**config.mk**
```make
export PLATFORM = sky130hd
export DESIGN_NAME = exe_mdu
export DESIGN_NICKNAME = d
export VERILOG_FILES = /design/src/rtl/exe_mdu.sv
export SDC_FILE = /design/constraint.sdc
export NUM_CORES = 1
export LEC_CHECK = 0
export BUFFER_PORTS_ARGS = -buffer_cell sky130_fd_sc_hd__buf_2
export CORE_ASPECT_RATIO = 0.6
export CORE_MARGIN = 1
export CORE_UTILIZATION = 40
export CTS_CLUSTER_DIAMETER = 50
export CTS_CLUSTER_SIZE = 12
export DETAILED_ROUTE_END_ITERATION = 10
export RECOVER_POWER = 100
export SYNTH_ARGS = -nofsm -noshare
export SYNTH_HDL_FRONTEND = slang
export SYNTH_SLANG_ARGS = --single-unit
export TNS_END_PERCENT = 10
```
**constraint.sdc**
```tcl
create_clock -name clk -period 5.67 [get_ports clk]
set_input_delay 0.567 -clock clk [delete_from_list [all_inputs] [get_ports clk]]
set_output_delay 0.567 -clock clk [all_outputs]
set_load 0.01 [all_outputs]
```
**src/rtl/exe_mdu.sv**
```systemverilog
// Iterative RV32M/RV64M multiply/divide unit beside the execute-stage ALU.
// Define EXE_MDU_FAST_MUL_EN to replace the shift-add multiply with a single-cycle multiplier.
module exe_mdu #(
  parameter int unsigned XLEN = 32
) (
  input  logic            clk,
  input  logic            rst,
  input  logic            req_valid_i,
  output logic            req_ready_o,
  input  logic [2:0]      req_op_i,
  input  logic [XLEN-1:0] req_opr1_i,
  input  logic [XLEN-1:0] req_opr2_i,
  input  logic            kill_i,
  output logic            rsp_valid_o,
  input  logic            rsp_ready_i,
  output logic [XLEN-1:0] rsp_result_o,
  output logic            busy_o
);

  localparam int unsigned CNT_W = $clog2(XLEN);
  localparam int unsigned PW    = 2 * XLEN;

  typedef enum logic [1:0] {
    S_IDLE,
    S_MUL,
    S_DIV,
    S_DONE
  } state_e;

  state_e          state_q, state_d;
  logic [CNT_W-1:0] cnt_q, cnt_d;
  logic [XLEN-1:0] hi_q, hi_d;
  logic [XLEN-1:0] lo_q, lo_d;
  logic [XLEN-1:0] opd_q, opd_d;
  logic [2:0]      op_q, op_d;
  logic            neg_res_q, neg_res_d;
  logic            neg_rem_q, neg_rem_d;
  logic [XLEN-1:0] result_d;

  // Request decode: operand signedness, magnitudes and divide special cases
  logic            is_div;
  logic            s1_signed, s2_signed;
  logic            a_neg, b_neg;
  logic [XLEN-1:0] a_mag, b_mag;
  logic            div_zero, div_ovf;
  logic [XLEN-1:0] special_res;

  always_comb begin
    is_div      = req_op_i[2];
    s1_signed   = (req_op_i == 3'd1) || (req_op_i == 3'd2) ||
                  (req_op_i == 3'd4) || (req_op_i == 3'd6);
    s2_signed   = (req_op_i == 3'd1) || (req_op_i == 3'd4) || (req_op_i == 3'd6);
    a_neg       = s1_signed & req_opr1_i[XLEN-1];
    b_neg       = s2_signed & req_opr2_i[XLEN-1];
    a_mag       = a_neg ? (~req_opr1_i + XLEN'(1)) : req_opr1_i;
    b_mag       = b_neg ? (~req_opr2_i + XLEN'(1)) : req_opr2_i;
    div_zero    = is_div && (req_opr2_i == '0);
    div_ovf     = ((req_op_i == 3'd4) || (req_op_i == 3'd6)) &&
                  (req_opr1_i == {1'b1, {(XLEN-1){1'b0}}}) &&
                  (req_opr2_i == {XLEN{1'b1}});
    special_res = '0;
    if (div_zero) begin
      special_res = req_op_i[1] ? req_opr1_i : {XLEN{1'b1}};
    end else if (div_ovf) begin
      special_res = req_op_i[1] ? '0 : req_opr1_i;
    end
  end

`ifdef EXE_MDU_FAST_MUL_EN
  // Sign-extended operands; the low PW bits of the product are exact for every signedness mix
  logic [PW-1:0]   fast_a, fast_b, fast_prod;
  logic [XLEN-1:0] fast_res;

  always_comb begin
    fast_a    = {{XLEN{s1_signed & req_opr1_i[XLEN-1]}}, req_opr1_i};
    fast_b    = {{XLEN{s2_signed & req_opr2_i[XLEN-1]}}, req_opr2_i};
    fast_prod = fast_a * fast_b;
    fast_res  = (req_op_i == 3'd0) ? fast_prod[XLEN-1:0] : fast_prod[PW-1:XLEN];
  end
`endif

  // One shift-add multiply step: hi accumulates, lo shifts out the multiplier
  logic [XLEN:0]   mul_sum;
  logic [XLEN-1:0] mul_hi, mul_lo;
  logic [PW-1:0]   mul_prod;
  logic [XLEN-1:0] mul_res;

  always_comb begin
    mul_sum  = {1'b0, hi_q} + (lo_q[0] ? {1'b0, opd_q} : '0);
    mul_hi   = mul_sum[XLEN:1];
    mul_lo   = {mul_sum[0], lo_q[XLEN-1:1]};
    mul_prod = {mul_hi, mul_lo};
    if (neg_res_q) begin
      mul_prod = ~mul_prod + PW'(1);
    end
    mul_res  = (op_q == 3'd0) ? mul_prod[XLEN-1:0] : mul_prod[PW-1:XLEN];
  end

  // One restoring divide step: hi is the partial remainder, lo shifts dividend out / quotient in
  logic [XLEN:0]   div_trial;
  logic            q_bit;
  logic [XLEN-1:0] div_hi, div_lo;
  logic [XLEN-1:0] quo_fix, rem_fix, div_res;

  always_comb begin
    div_trial = {hi_q, lo_q[XLEN-1]};
    q_bit     = (div_trial >= {1'b0, opd_q});
    div_hi    = q_bit ? XLEN'(div_trial - {1'b0, opd_q}) : div_trial[XLEN-1:0];
    div_lo    = {lo_q[XLEN-2:0], q_bit};
    quo_fix   = neg_res_q ? (~div_lo + XLEN'(1)) : div_lo;
    rem_fix   = neg_rem_q ? (~div_hi + XLEN'(1)) : div_hi;
    div_res   = op_q[1] ? rem_fix : quo_fix;
  end

  // Next-state and datapath update; kill overrides everything
  always_comb begin
    state_d   = state_q;
    cnt_d     = cnt_q;
    hi_d      = hi_q;
    lo_d      = lo_q;
    opd_d     = opd_q;
    op_d      = op_q;
    neg_res_d = neg_res_q;
    neg_rem_d = neg_rem_q;
    result_d  = rsp_result_o;

    if (kill_i) begin
      state_d = S_IDLE;
    end else begin
      case (state_q)
        S_IDLE: begin
          if (req_valid_i) begin
            op_d      = req_op_i;
            neg_res_d = a_neg ^ b_neg;
            neg_rem_d = a_neg;
            cnt_d     = CNT_W'(XLEN - 1);
            if (is_div) begin
              hi_d  = '0;
              lo_d  = a_mag;
              opd_d = b_mag;
              if (div_zero || div_ovf) begin
                state_d  = S_DONE;
                result_d = special_res;
              end else begin
                state_d = S_DIV;
              end
            end else begin
`ifdef EXE_MDU_FAST_MUL_EN
              state_d  = S_DONE;
              result_d = fast_res;
`else
              hi_d    = '0;
              lo_d    = b_mag;
              opd_d   = a_mag;
              state_d = S_MUL;
`endif
            end
          end
        end
        S_MUL: begin
          hi_d  = mul_hi;
          lo_d  = mul_lo;
          cnt_d = cnt_q - CNT_W'(1);
          if (cnt_q == '0) begin
            state_d  = S_DONE;
            result_d = mul_res;
          end
        end
        S_DIV: begin
          hi_d  = div_hi;
          lo_d  = div_lo;
          cnt_d = cnt_q - CNT_W'(1);
          if (cnt_q == '0) begin
            state_d  = S_DONE;
            result_d = div_res;
          end
        end
        S_DONE: begin
          if (rsp_ready_i) begin
            state_d = S_IDLE;
          end
        end
        default: state_d = S_IDLE;
      endcase
    end
  end

  always_ff @(posedge clk or posedge rst) begin
    if (rst) begin
      state_q <= S_IDLE;
    end else begin
      state_q <= state_d;
    end
  end

  // Datapath and registered status outputs follow the next state
  always_ff @(posedge clk or posedge rst) begin
    if (rst) begin
      cnt_q        <= '0;
      hi_q         <= '0;
      lo_q         <= '0;
      opd_q        <= '0;
      op_q         <= '0;
      neg_res_q    <= 1'b0;
      neg_rem_q    <= 1'b0;
      rsp_result_o <= '0;
      rsp_valid_o  <= 1'b0;
      req_ready_o  <= 1'b1;
      busy_o       <= 1'b0;
    end else begin
      cnt_q        <= cnt_d;
      hi_q         <= hi_d;
      lo_q         <= lo_d;
      opd_q        <= opd_d;
      op_q         <= op_d;
      neg_res_q    <= neg_res_d;
      neg_rem_q    <= neg_rem_d;
      rsp_result_o <= result_d;
      rsp_valid_o  <= (state_d == S_DONE);
      req_ready_o  <= (state_d == S_IDLE);
      busy_o       <= (state_d != S_IDLE);
    end
  end

endmodule

```
* After elaboration in Yosys (flattened, before gate mapping) *
Cells that the tools add are included.

storage, ports and cells
  bits in registers = 143
  output and inout bits = 35
  logic and storage cells = 102
  input port bits = 72

cells by class
  mux-type cells = 34
  equality and inequality tests = 15
  bitwise gates (word level) = 9
  magnitude comparators = 1
  reduce and logical (&&, ||, !) cells = 23
  $add $sub $neg = 8

operators by type and width
  operator                 count
  $mux W32                 21
  $pmux W32 S3             3
  $add A32 B1 Y32 const B  4
  $not A32 Y32             4
  $add A64 B1 Y64 const B  1
  $eq A32 B32 Y1 const B   2
  $mux W64                 1
  $not A64 Y64             1
  $add A32 B32 Y33         1
  $ge A33 B32 Y1           1
  $logic_not A32 Y1        1
  $sub A32 B32 Y32         1
  $mux W2                  5
  $ne A2 B2 Y1 const B     5
  $pmux W5 S2              1
  $reduce_and A3 Y1        3
  $logic_or A1 B1 Y1       7
  $reduce_and A7 Y1        1
  $eq A2 B2 Y1 const B     3
  $eq A3 B3 Y1 const B     2
  $pmux W2 S3              1
  $logic_not A5 Y1         1
  $mux W5                  1
  $sub A5 B1 Y5 const B    1
  other kinds (13)         18

* Depth between registers and ports, before layout *
  word-level depth = 11
  gate-level depth with buffers = 25
  gate-level depth less buffers = 21

* Worst setup path after synthesis *
Ideal clock, no wire load.

  path kind = register -> register
  start = register hi_q[2]
  end = register rsp_result_o[26]
  cell stages (with the launch flop) = 20
  path buffers = 3
  slack = 898 ps
  clock period less this slack = 4,772 ps
  arrival = 4,683 ps
  data required time = 5,582 ps
  library setup time = 88 ps
  path through = dfrtp_1 ha_1 a21o_1 a21oi_2 a2111o_1 a31oi_4 or3_4 buf_6 buf_2 buf_1 o21ai_0 ha_1 nand4b_1 nor4b_1 o221ai_2 o41ai_4 xnor2_1 a21oi_1 or2_1 a41oi_1

on the way
  cells in the longest elaborated chain, start to end = 8
  elaborated cells on any way between the ends = 18
  classes of those cells = add/sub: 5; order compare: 1; mux: 9; bitwise: 3

RTL lines
  what                                                line      source
  from (decl)                                         32        logic [XLEN-1:0] hi_q, hi_d;
  from (signal assigned)                              212       hi_q <= hi_d;
  $sub A32 B32 Y32 or $ge A33 B32 Y1 (tied branches)  108, 107
  $mux W32                                            108       div_hi = q_bit ? XLEN'(div_trial - {1'b0, opd_q}) : div_trial[XLEN-1:0];
  $not A32 Y32                                        111       rem_fix = neg_rem_q ? (~div_hi + XLEN'(1)) : div_hi;
  $add A32 B1 Y32                                     111
  $mux W32                                            111
  $mux W32                                            112       div_res = op_q[1] ? rem_fix : quo_fix;
  $mux W32                                            173       if (cnt_q == '0) begin
  $pmux W32 S3 *                                      130       case (state_q)
  to (signal assigned)                                218       rsp_result_o <= result_d;
  to (decl)                                           16        output logic [XLEN-1:0] rsp_result_o,

Mark *: on every way between the ends. The rest lies on a longest branch, timed or not. The select of a mux whose other input is x is not followed.
A chain may end at the register's enable or synchronous reset.

* Worst setup path in the final report *
  start = register hi_q[24]
  end = register rsp_result_o[27]

Same word-level chain as after synthesis.

==> results.py <==
metrics = {
    "place": {
        "place_area_um2": 18070,
        "gp_congestion": 0.9872,
        "io_buffers": 106,
        "place.detailed.hpwl_um": 58020,
        "dp_cells": 3027,
    },
    "logic_synthesis": {
        "post_synth_xor_area_fraction_pct": 11.07,
        "synth_seq_area_share_pct": 21.04,
        "syn_area_um2": 17010,
        "synth_fa_ha_area_share_pct": 5.824,
        "synth_compound_area_share_pct": 29.40,
        "syn-num-nets": 2614,
        "ys_seq_elements": 143,
        "synthFlopType": "dfrtp_1",
        "synth-async-reset-ratio_pct": 100.0,
        "synth_edf_count": 0,
        "synth_top_family_by_area": "compound AO/OA/AOI/OAI gates",
        "synthMuxAreaShare_pct": 1.971,
        "synth_warnings": 0,
        "netlist_instances": 2464,
        "synth.avg_cell_area_um2": 6.905,
        "ys_types": 92,
        "synthSimpleGateAreaFrac_pct": 24.55,
    },
    "setup_path": {
        "rr_worst_depth": 16,
        "endpoint": "rsp_result_o[27]",
        "crit_path_start_kind": "flip-flop",
        "reg2reg_from": "hi_q[24]",
        "endpoint_kind": "flip-flop",
        "crit_path_start": "hi_q[24]",
        "r2r_slack_ns": 0.14,
        "arrival_ns": 5.91,
        "critPathMaxFanout": 31,
        "path_class": "flip-flop to flip-flop",
        "worstReg2RegEnd": "rsp_result_o[27]",
        "crit_required_ns": 6.05,
    },
    "drt": {
        "vias": 18897,
        "routedWlPerCell_um": 23.95,
        "via_per_inst": 6.169,
        "antenna_left": 0,
        "drc": 0,
        "drt_iter0_markers": 2661,
        "drt_pass1_iterations": 6,
        "wirelength_um": 73370,
    },
    "grt": {
        "overflow": 0,
        "antenna_found_initial": 2,
        "grt_max_degree": 104,
        "first_global_vias": 16863,
        "track_usage_pct": 33.43,
        "grt_pass1_wl_um": 108600,
    },
    "die": {
        "initial_core_util_pct": 40.63,
        "ioPinCount": 107,
        "die_h_um": 161.8,
        "die_w_um": 268.3,
        "dieArea_um2": 43390,
        "fp-row-count": 58,
        "core_area_um2": 41870,
    },
    "cells_and_area": {
        "fin_nets": 2629,
        "final_cells": 3063,
        "fin_area_um2": 18610,
        "syn_to_final_growth_pct": 9.354,
        "drive_above_1_share_pct": 8.427,
    },
    "clocking": {
        "holdBufCountCts": 0,
        "cts_sinks": 143,
        "cts-root-buf": "clkbuf_16",
        "clock_latency_ns": 0.47,
        "clkTransAtPathRegs_ns": 0.07,
        "cts_buffers": 17,
        "cts_buffer_depth": 2,
        "ctsHtreeMaxLevel": 4,
        "cts_tree": "built",
    },
    "power_and_ir_drop": {
        "ir_drop_mv": 0.2632,
        "leakagePower_uw": 0.007396,
        "p_per_area_nw_per_um2": 408.7,
    },
    "timing": {
        "finalHoldViolations": 0,
        "period_share_pct": 97.61,
        "fmax_mhz": 180.7,
        "maxSlewHeadroom_pct": -169.3,
        "rsz0062_at_grt": "false",
        "slew_viol_final": 383,
        "tightest_slew_ns": 4.039,
        "hold_slack_ns": 0.4652,
        "finClkSkew_ns": 0.02496,
        "setup_viol": 0,
        "min_period_ns": 5.535,
    },
    "status": {
        "violations": "max-capacitance violations, max-slew violations",
        "status": "complete, but fails checks",
    },
    "worst_hold_path": {
        "hp-class": "input pin to flip-flop",
    },
    "flow_run": {
        "drv_cap": 6,
    },
}
## worst max-delay path: stages, from the launching register on
cell,delay (ns)
dfrtp_1,0.42
ha_1,0.43
nand2_1,0.40
nor4_4,0.51
nand3_1,0.22
a31oi_2,0.39
or3_4,0.29
inv_1,0.08
clkbuf_2,0.47
buf_4,0.39
and4bb_1,0.32
o22a_1,0.32
nand4_1,0.29
o31ai_1,0.39
xnor2_1,0.19
nand3_1,0.12
a31oi_1,0.21
## cell type report
type                    count  area, um2
well taps                 570      713.2
multi-input cells        2054      12440
diodes                      1      2.502
repair buffers            168      943.4
inverters                  95      357.8
clock inverters            12      112.6
fillers                  4476      23270
clock buffers              20      456.7
flip-flops and latches    143       3581
## repair_timing
item | 4_1_cts | 5_1_grt
buffers inserted | 0 | 3
pin swaps | 0 | 1
endpoints found under the setup margin | 2 | 8
resized for setup | 1 | 2
## cells in the final DEF, fill, tap and decap left out, types with 12 or more instances in the layout
cell         n
nor4_1      27
and3_1      13
o31ai_1     33
o21ai_0    287
nand3b_1    14
clkbuf_16   17
mux2i_1     20
o21ai_1     14
nor2b_1     12
nand2_1    353
nand4_1     36
xnor2_1    118
a22oi_1     51
inv_1       91
nor3_1      48
o22ai_1     17
or3_1       37
nor2_1     253
ha_1        74
dfrtp_1    141
buf_2       69
buf_4       54
a21oi_1    213
clkbuf_1    41
a31oi_1     25
nand2b_1    13
a211oi_1    19
a21o_1      15
o211ai_1    27
xor2_1      97
nand3_1     46
## state kept, by name, summed over array words and instances (netlist names)
name and count:
rsp_result_o 32, rsp_valid_o 1, opd_q 32, cnt_q 5
busy_o 1, op_q 3, neg_res_q 1, neg_rem_q 1
lo_q 32, hi_q 32, req_ready_o 1, state_q 2
## power breakdown
group | switching (uW) | total, uW | internal, uW
Sequential | 500 | 1850 | 1350
Clock | 533 | 1160 | 630
Combinational | 3010 | 4590 | 1580
Total | 4050 | 7600 | 3560
## synthesized netlist by cell type, types with 19 or more instances
cell type | number | area, um2
a211oi_1 | 19 | 142.6
inv_1 | 91 | 341.6
nand3_1 | 46 | 230.2
mux2i_1 | 20 | 200.2
nor4_1 | 28 | 175.2
a22oi_1 | 51 | 382.9
dfrtp_1 | 142 | 3553
xnor2_1 | 118 | 1033
ha_1 | 76 | 950.9
buf_2 | 25 | 125.1
or3_1 | 36 | 225.2
nor2_1 | 254 | 953.4
o211ai_1 | 27 | 202.7
nand4_1 | 36 | 225.2
o21ai_0 | 286 | 1431
clkbuf_1 | 127 | 476.7
nand2_1 | 353 | 1325
o31ai_1 | 33 | 247.7
xor2_1 | 97 | 849.6
a21oi_1 | 213 | 1066
nor3_1 | 51 | 255.2
a31oi_1 | 25 | 156.4
## how the worst min path moves through the flow
stage                         start               to  slack (ns)  depth (start not counted)
finish                       kill_i       state_q[1]        0.47                          4
global placement    rsp_result_o[8]  rsp_result_o[8]        0.46                          2
global route            req_op_i[0]          op_q[0]        0.47                          2
CTS                             rst      rsp_valid_o        0.29                          2
floorplan                 opd_q[10]        opd_q[10]        0.45                          2
detailed placement        opd_q[13]        opd_q[13]        0.47                          2
## kinds of logic (layout without fill, tap and decap cells)
logic type               after synthesis  count (layout)
AO/OA/AOI/OAI                        816             816
multiplexers                          31              31
other                                  0               1
XOR/XNOR                             215             215
AND/OR/NAND/NOR                      914             914
adder cells (fa/ha/maj)               78              78
buffers and inverters                267             295
flip-flops                           143             143
## layer usage
| layer | up-vias | GRT usage (%) | share of wire (%) |
|---|---|---|---|
| met1 | 9063 | 51.60 | 48 |
| li1 | 8819 | - | - |
| met2 | 947 | 43.14 | 38 |
| met5 | - | 0 | 0 |
| met4 | 0 | 7.818 | 1.9 |
| met3 | 68 | 11.04 | 12 |
## stage by stage
step	total power (uW)	setup TNS (ns)	utilization, %	setup slack [ns]
after global placement	6254	-0.03513	43.16	-0.03513
after floorplan	4843	0	-	0.8984
after detailed placement	6292	-0.02166	43.16	-0.02166
final	7604	0	44.43	0.1354
after CTS	7465	0	44.54	0.1278
after global routing	8084	0	44.43	0.03811
(Power assumes the default switching activity.)
